File: config.mk
export PLATFORM = sky130hd
export DESIGN_NAME = rv32m_div_unit
export DESIGN_NICKNAME = d
export VERILOG_FILES = /design/src/rtl/rv32m_div_unit.sv
export SDC_FILE = /design/constraint.sdc
export NUM_CORES = 1
export LEC_CHECK = 0
export ABC_AREA = 1
export CORE_MARGIN = 2
export CORE_UTILIZATION = 30
export CTS_CLUSTER_SIZE = 12
export DETAILED_ROUTE_END_ITERATION = 12
export GPL_TIMING_DRIVEN = 1
export PLACE_DENSITY_LB_ADDON = 0.25
export SYNTH_ARGS = -nofsm -noshare
export SYNTH_HDL_FRONTEND = slang
export SYNTH_SLANG_ARGS = --single-unit
File: constraint.sdc
create_clock -name clk -period 3.65 [get_ports clk]
set_input_delay 0.73 -clock clk [delete_from_list [all_inputs] [get_ports clk]]
set_output_delay 0.73 -clock clk [all_outputs]
set_load 0.005 [all_outputs]
File: src/rtl/rv32m_div_unit.sv
// Iterative radix-2 restoring divider for RV32M DIV/DIVU/REM/REMU; 33-cycle accept-to-valid.
// RV32M_DIV_EARLY_OUT_EN: divide-by-zero/overflow finish in 1 cycle. No queueing: start ignored while busy.
module rv32m_div_unit #(
  parameter int XLEN = 32
) (
  input  logic            clk,
  input  logic            rst,
  input  logic            start,
  input  logic            flush,
  input  logic [1:0]      op,
  input  logic [XLEN-1:0] dividend,
  input  logic [XLEN-1:0] divisor,
  output logic            busy,
  output logic            valid,
  output logic [XLEN-1:0] result
);

  typedef enum logic [1:0] {IDLE, CALC, DONE} state_t;

  localparam logic [XLEN-1:0] INT_MIN = {1'b1, {(XLEN-1){1'b0}}};

  state_t          state, state_d;
  logic            busy_d, valid_d, load_res;
  logic [XLEN-1:0] res_d;

  logic [XLEN-1:0] quo_q, rem_q, dvsr_q, spec_val_q;
  logic [4:0]      cnt_q;
  logic            sel_rem_q, q_neg_q, r_neg_q, special_q;

  // Accept-time operand conditioning
  logic            accept, is_signed, a_neg, b_neg, div_zero, ovf, special_in;
  logic [XLEN-1:0] a_mag, b_mag, spec_val_in;

  always_comb begin
    accept      = (state == IDLE) && start && !flush;
    is_signed   = ~op[0];
    a_neg       = is_signed & dividend[XLEN-1];
    b_neg       = is_signed & divisor[XLEN-1];
    a_mag       = a_neg ? -dividend : dividend;
    b_mag       = b_neg ? -divisor : divisor;
    div_zero    = (divisor == '0);
    ovf         = is_signed && (dividend == INT_MIN) && (divisor == '1);
    special_in  = div_zero | ovf;
    // Divide-by-zero wins over overflow
    if (div_zero)
      spec_val_in = op[1] ? dividend : '1;
    else
      spec_val_in = op[1] ? '0 : INT_MIN;
  end

  // One restoring step; the final step feeds the result register directly
  logic [XLEN:0]   rem_sh, diff;
  logic [XLEN-1:0] rem_nx, quo_nx, raw, signed_res, fin;
  logic            neg;

  always_comb begin
    rem_sh     = {rem_q, quo_q[XLEN-1]};
    diff       = rem_sh - {1'b0, dvsr_q};
    rem_nx     = diff[XLEN] ? {rem_q[XLEN-2:0], quo_q[XLEN-1]} : diff[XLEN-1:0];
    quo_nx     = {quo_q[XLEN-2:0], ~diff[XLEN]};
    raw        = sel_rem_q ? rem_nx : quo_nx;
    neg        = sel_rem_q ? r_neg_q : q_neg_q;
    signed_res = neg ? -raw : raw;
    fin        = special_q ? spec_val_q : signed_res;
  end

  always_comb begin
    state_d  = state;
    busy_d   = busy;
    valid_d  = 1'b0;
    load_res = 1'b0;
    res_d    = fin;
    case (state)
      IDLE: begin
        if (accept) begin
          busy_d  = 1'b1;
          state_d = CALC;
`ifdef RV32M_DIV_EARLY_OUT_EN
          if (special_in) begin
            state_d  = DONE;
            valid_d  = 1'b1;
            load_res = 1'b1;
            res_d    = spec_val_in;
          end
`endif
        end
      end
      CALC: begin
        if (cnt_q == 5'd0) begin
          state_d  = DONE;
          valid_d  = 1'b1;
          load_res = 1'b1;
        end
      end
      DONE: begin
        state_d = IDLE;
        busy_d  = 1'b0;
      end
      default: begin
        state_d = IDLE;
        busy_d  = 1'b0;
      end
    endcase
    if (flush) begin
      state_d  = IDLE;
      busy_d   = 1'b0;
      valid_d  = 1'b0;
      load_res = 1'b0;
    end
  end

  always_ff @(posedge clk) begin
    if (rst) begin
      state      <= IDLE;
      busy       <= 1'b0;
      valid      <= 1'b0;
      result     <= '0;
      cnt_q      <= 5'd0;
      quo_q      <= '0;
      rem_q      <= '0;
      dvsr_q     <= '0;
      spec_val_q <= '0;
      sel_rem_q  <= 1'b0;
      q_neg_q    <= 1'b0;
      r_neg_q    <= 1'b0;
      special_q  <= 1'b0;
    end else begin
      state <= state_d;
      busy  <= busy_d;
      valid <= valid_d;
      if (load_res)
        result <= res_d;
      if (accept) begin
        quo_q      <= a_mag;
        rem_q      <= '0;
        dvsr_q     <= b_mag;
        cnt_q      <= 5'd31;
        sel_rem_q  <= op[1];
        q_neg_q    <= a_neg ^ b_neg;
        r_neg_q    <= a_neg;
        special_q  <= special_in;
        spec_val_q <= spec_val_in;
      end else if (state == CALC) begin
        quo_q <= quo_nx;
        rem_q <= rem_nx;
        cnt_q <= cnt_q - 5'd1;
      end
    end
  end

endmodule

==> out/qor.log <==
qor: outcome.outcome finished, final reports clean
qor: critical_path.timing.critical_path.arrival 3.90 ns
qor: route.drc 0
qor: pwr.total_leakage_power 7.64 nW
qor: finish.utilization 39.2%
qor: yosys.synth.top_cells.by_area sky130_fd_sc_hd__dfxtp_1 27%, sky130_fd_sc_hd__nand2_1 18%, sky130_fd_sc_hd__inv_1 8.5%
qor: pwr.power_density 371 nW/µm²
qor: route.wl 49200 µm
qor: critical_path.end_kind register
qor: timing.worst-slew-pin-transition 1.03 ns
qor: die.placementRows 75
qor: clock_network.cts_hold_repair.buffers 0
qor: global_routing.grt_antenna_before_repair 0
qor: finish.area_growth_syn_to_layout 28.6%
qor: place.place.port_buffers 103
qor: timing.hold_viol_final 0
qor: yosys.ys_async_sr_fraction 0%
qor: critical_path.critical_path.most_common_cell sky130_fd_sc_hd__nand2_1
qor: finish.num_antenna_cells 0
qor: place.placement.cell_area 15200 µm²
qor: timing.timing.clock.skew 0.0164 ns
qor: critical_path.timing.critical_path.buf_inv 4
qor: pwr.power.sequential.fraction 33.0%
qor: critical_path.cp_max_fo 7
qor: global_routing.maximum_number_of_pins_on_one_net_before_global_route_repair 93
qor: pwr.power.total 6.09 mW
qor: die.die_width 210 µm
qor: timing.setup-violations-final 0
qor: min_path.worstHoldPathType register to register
qor: route.drtIter0Drc 1138
qor: clock_network.cts_buffers 17
qor: pwr.p_sw 2.26 mW
qor: clock_network.clock_sinks 173
qor: pwr.p_comb_share 35.9%
qor: yosys.synth_enable_flop_cells 0
qor: yosys.mappedNetlistArea 12800 µm²
qor: critical_path.cell_family_contributing_the_most_delay_on_the_critical_path simple AND/OR/NAND/NOR gates
qor: timing.finalCritPeriodShare 98.3%
qor: pwr.swShare 37.1%
qor: yosys.synth_top_cell_area_share 27.1%
qor: clock_network.cts.path.max_buffers 2
qor: yosys.synth-seq-cells 173
qor: critical_path.setup.worst_path.start_class register
qor: pwr.max-vdd-ir-drop 0.000348 V
qor: finish.fin_area 16400 µm²
qor: yosys.synth_flop_cell sky130_fd_sc_hd__dfxtp_1
qor: critical_path.critical-path-max-stage-delay 0.32 ns
qor: critical_path.crit_chain inv_1 -> ha_4 -> nand2_1 -> nand2_1 -> a21oi_2 -> nand2_2 -> a21oi_4 -> buf_4 -> nand3_4 -> buf_12 -> nand3_2 -> nand3_2 -> nand2_2 -> nand2_1 -> buf_4 -> nor2_4 -> nand2_2 -> o21ai_4 -> nand3_2 -> nand2_1 -> nand3_1 -> nand2_1 -> a21oi_1
qor: clock_network.cts-root-buf sky130_fd_sc_hd__clkbuf_16
qor: route.avgRoutedWirePerCell 17.3 µm
qor: timing.setup_tns 0 ns
qor: place.hpwlAfterDp 38300 µm
qor: route.route.detailed.vias_per_inst 5.00
qor: timing.fmax 279 MHz
qor: yosys.synth.largest_area_cell sky130_fd_sc_hd__dfxtp_1
qor: pwr.clkPwrFrac 31.1%
qor: timing.worst_slew_margin_rel 31.4%
qor: yosys.post_synth_inst_count 2102
qor: pwr.internal-power 3.83 mW
qor: die.design.die.area 44300 µm²
qor: critical_path.worstSetupPathType register to register
qor: place.gp_congestion 0.912
qor: global_routing.global_route.usage.total 21.8%
qor: die.design.core.area 41900 µm²
qor: timing.finalMaxSlewViolations 0
qor: global_routing.first_global_vias 13092
qor: timing.final_period_minus_worst_setup_slack 3.59 ns
qor: yosys.synth-seq-area-share 27.1%
qor: die.die_y 210 µm
qor: route.via_count 14209
qor: yosys.ys_warn_count 0
qor: critical_path.regToRegSetupSlack 0.06 ns
qor: die.initial_util 30.5%
qor: job.drv.max_cap_violation_count 0
qor: yosys.synth.avg_cell_area 6.08 µm²
qor: clock_network.path_clk_slew 0.07 ns
qor: timing.final.hold.worst_slack 0.466 ns
qor: global_routing.first_pass_grt_wire_length 73900 µm
qor: route.drt.antenna.violating_nets 0
qor: yosys.synth_cell_types 48
qor: die.floorplan.io_pins 104
qor: route.first_pass_iters 5
qor: yosys.syn_nets 2211
qor: timing.unrepaired_setup_endpoints_after_global_routing yes
qor: finish.final_nets 2398
qor: finish.proportion_of_layout_cells_with_a_drive_suffix_above_1 17.1%
qor: clock_network.clock_insertion_delay_worst_skew 0.46 ns
qor: clock_network.h-tree-depth 4
qor: critical_path.critical_path.slowest_cell sky130_fd_sc_hd__dfxtp_1
qor: global_routing.globalRouteOverflowTotal 0
qor: critical_path.crit_required 3.96 ns
qor: clock_network.tritoncts yes
==> Yosys cell counts, drive strengths merged, types with 17 or more instances <==
cell type and number:
a21oi 135, dfxtp 173, xnor2 17, xor2 32, nand4 24, nor3 24
o211ai 33, o22ai 24, nor2 178, ha 38, o21ai 108, or2 38
clkbuf 68, inv 298, a31oi 35, buf 21, nand3 163, nand2 639
==> path summary, 6_finish.rpt <==
check,start,cells after the start,endpoint
max reg2reg,dvsr_q[21],23,result[27]
max,dvsr_q[21],23,result[27]
min reg2reg,result[8],2,result[8]
min,result[8],2,result[8]
==> cells in the final DEF, fill, tap and decap left out, drive strengths merged, types with 24 or more instances in the layout <==
cell type      instances
dfxtp                173
or2                   38
xor2                  32
a31oi                 35
o21ai                108
nand3                163
nor3                  24
clkdlybuf4s50        102
nor2                 178
ha                    38
o22ai                 24
nand2                642
buf                  151
o211ai                33
inv                  302
a21oi                135
nand4                 24
==> worst reg2reg max path: stages, from the launching register on <==
cell and delay, ns:
sky130_fd_sc_hd__dfxtp_1 0.32, sky130_fd_sc_hd__inv_1 0.24, sky130_fd_sc_hd__ha_4 0.27, sky130_fd_sc_hd__nand2_1 0.06
sky130_fd_sc_hd__nand2_1 0.07, sky130_fd_sc_hd__a21oi_2 0.19, sky130_fd_sc_hd__nand2_2 0.11, sky130_fd_sc_hd__a21oi_4 0.20
sky130_fd_sc_hd__buf_4 0.15, sky130_fd_sc_hd__nand3_4 0.18, sky130_fd_sc_hd__buf_12 0.22, sky130_fd_sc_hd__nand3_2 0.09
sky130_fd_sc_hd__nand3_2 0.12, sky130_fd_sc_hd__nand2_2 0.15, sky130_fd_sc_hd__nand2_1 0.09, sky130_fd_sc_hd__buf_4 0.14
sky130_fd_sc_hd__nor2_4 0.09, sky130_fd_sc_hd__nand2_2 0.08, sky130_fd_sc_hd__o21ai_4 0.28, sky130_fd_sc_hd__nand3_2 0.10
sky130_fd_sc_hd__nand2_1 0.08, sky130_fd_sc_hd__nand3_1 0.07, sky130_fd_sc_hd__nand2_1 0.07, sky130_fd_sc_hd__a21oi_1 0.06
==> per-stage QoR <==
step,setup slack (ns),std cells
after floorplan,0.508,2102
after CTS,0.00644,2824
after detailed placement,-0.173,2792
after global placement,-0.0587,2792
final,0.0619,2841
after global routing,-0.118,2841
==> state kept, by name (all words and copies together) (netlist names) <==
| signal | count |
|---|---|
| quo_q | 32 |
| result | 32 |
| rem_q | 32 |
| busy | 1 |
| spec_val_q | 32 |
| r_neg_q | 1 |
| dvsr_q | 32 |
| state | 2 |
| sel_rem_q | 1 |
| valid | 1 |
| special_q | 1 |
| cnt_q | 5 |
| q_neg_q | 1 |
==> layer usage <==
layer	share of wire, %	GRT usage [%]
met1	48	30.4
met2	45	34.2
met3	4.6	2.40
met4	3.0	8.73
met5	0	0
==> layout make-up <==
| class | count | area, µm² |
|---|---|---|
| Sequential cell | 173 | 3470 |
| Clock inverter | 13 | 154 |
| Clock buffer | 19 | 443 |
| Inverter | 299 | 1120 |
| Timing Repair Buffer | 254 | 2220 |
| Fill cell | 4511 | 25500 |
| Multi-Input combinational cell | 1544 | 8360 |
| Tap cell | 539 | 674 |
==> power groups by stage <==
stage | clock (mW) | sequential, mW | combinational [mW]
final | 1.89 | 2.01 | 2.19
after global placement | 0 | 2.05 | 1.98
after global routing | 2.00 | 2.02 | 2.41
after detailed placement | 0 | 2.05 | 1.99
after floorplan | 0 | 2.03 | 1.23
after CTS | 1.93 | 2.01 | 2.00
==> cell families after synthesis <==
group / synth area share, %
flip-flops: 27.1
buffers and inverters: 11.8
adder cells (fa/ha/maj): 3.88
AO/OA/AOI/OAI: 16.4
XOR/XNOR: 3.36
AND/OR/NAND/NOR: 37.5
==> repair_timing <==
| action | in CTS | in global routing |
|---|---|---|
| pin swaps | 0 | 39 |
| setup buffers | 0 | 13 |
| gates resized for setup | 3 | 114 |
| cloned | 0 | 4 |
| setup endpoints to repair | 4 | 30 |
Note: power is estimated with default switching activity, not from simulation.
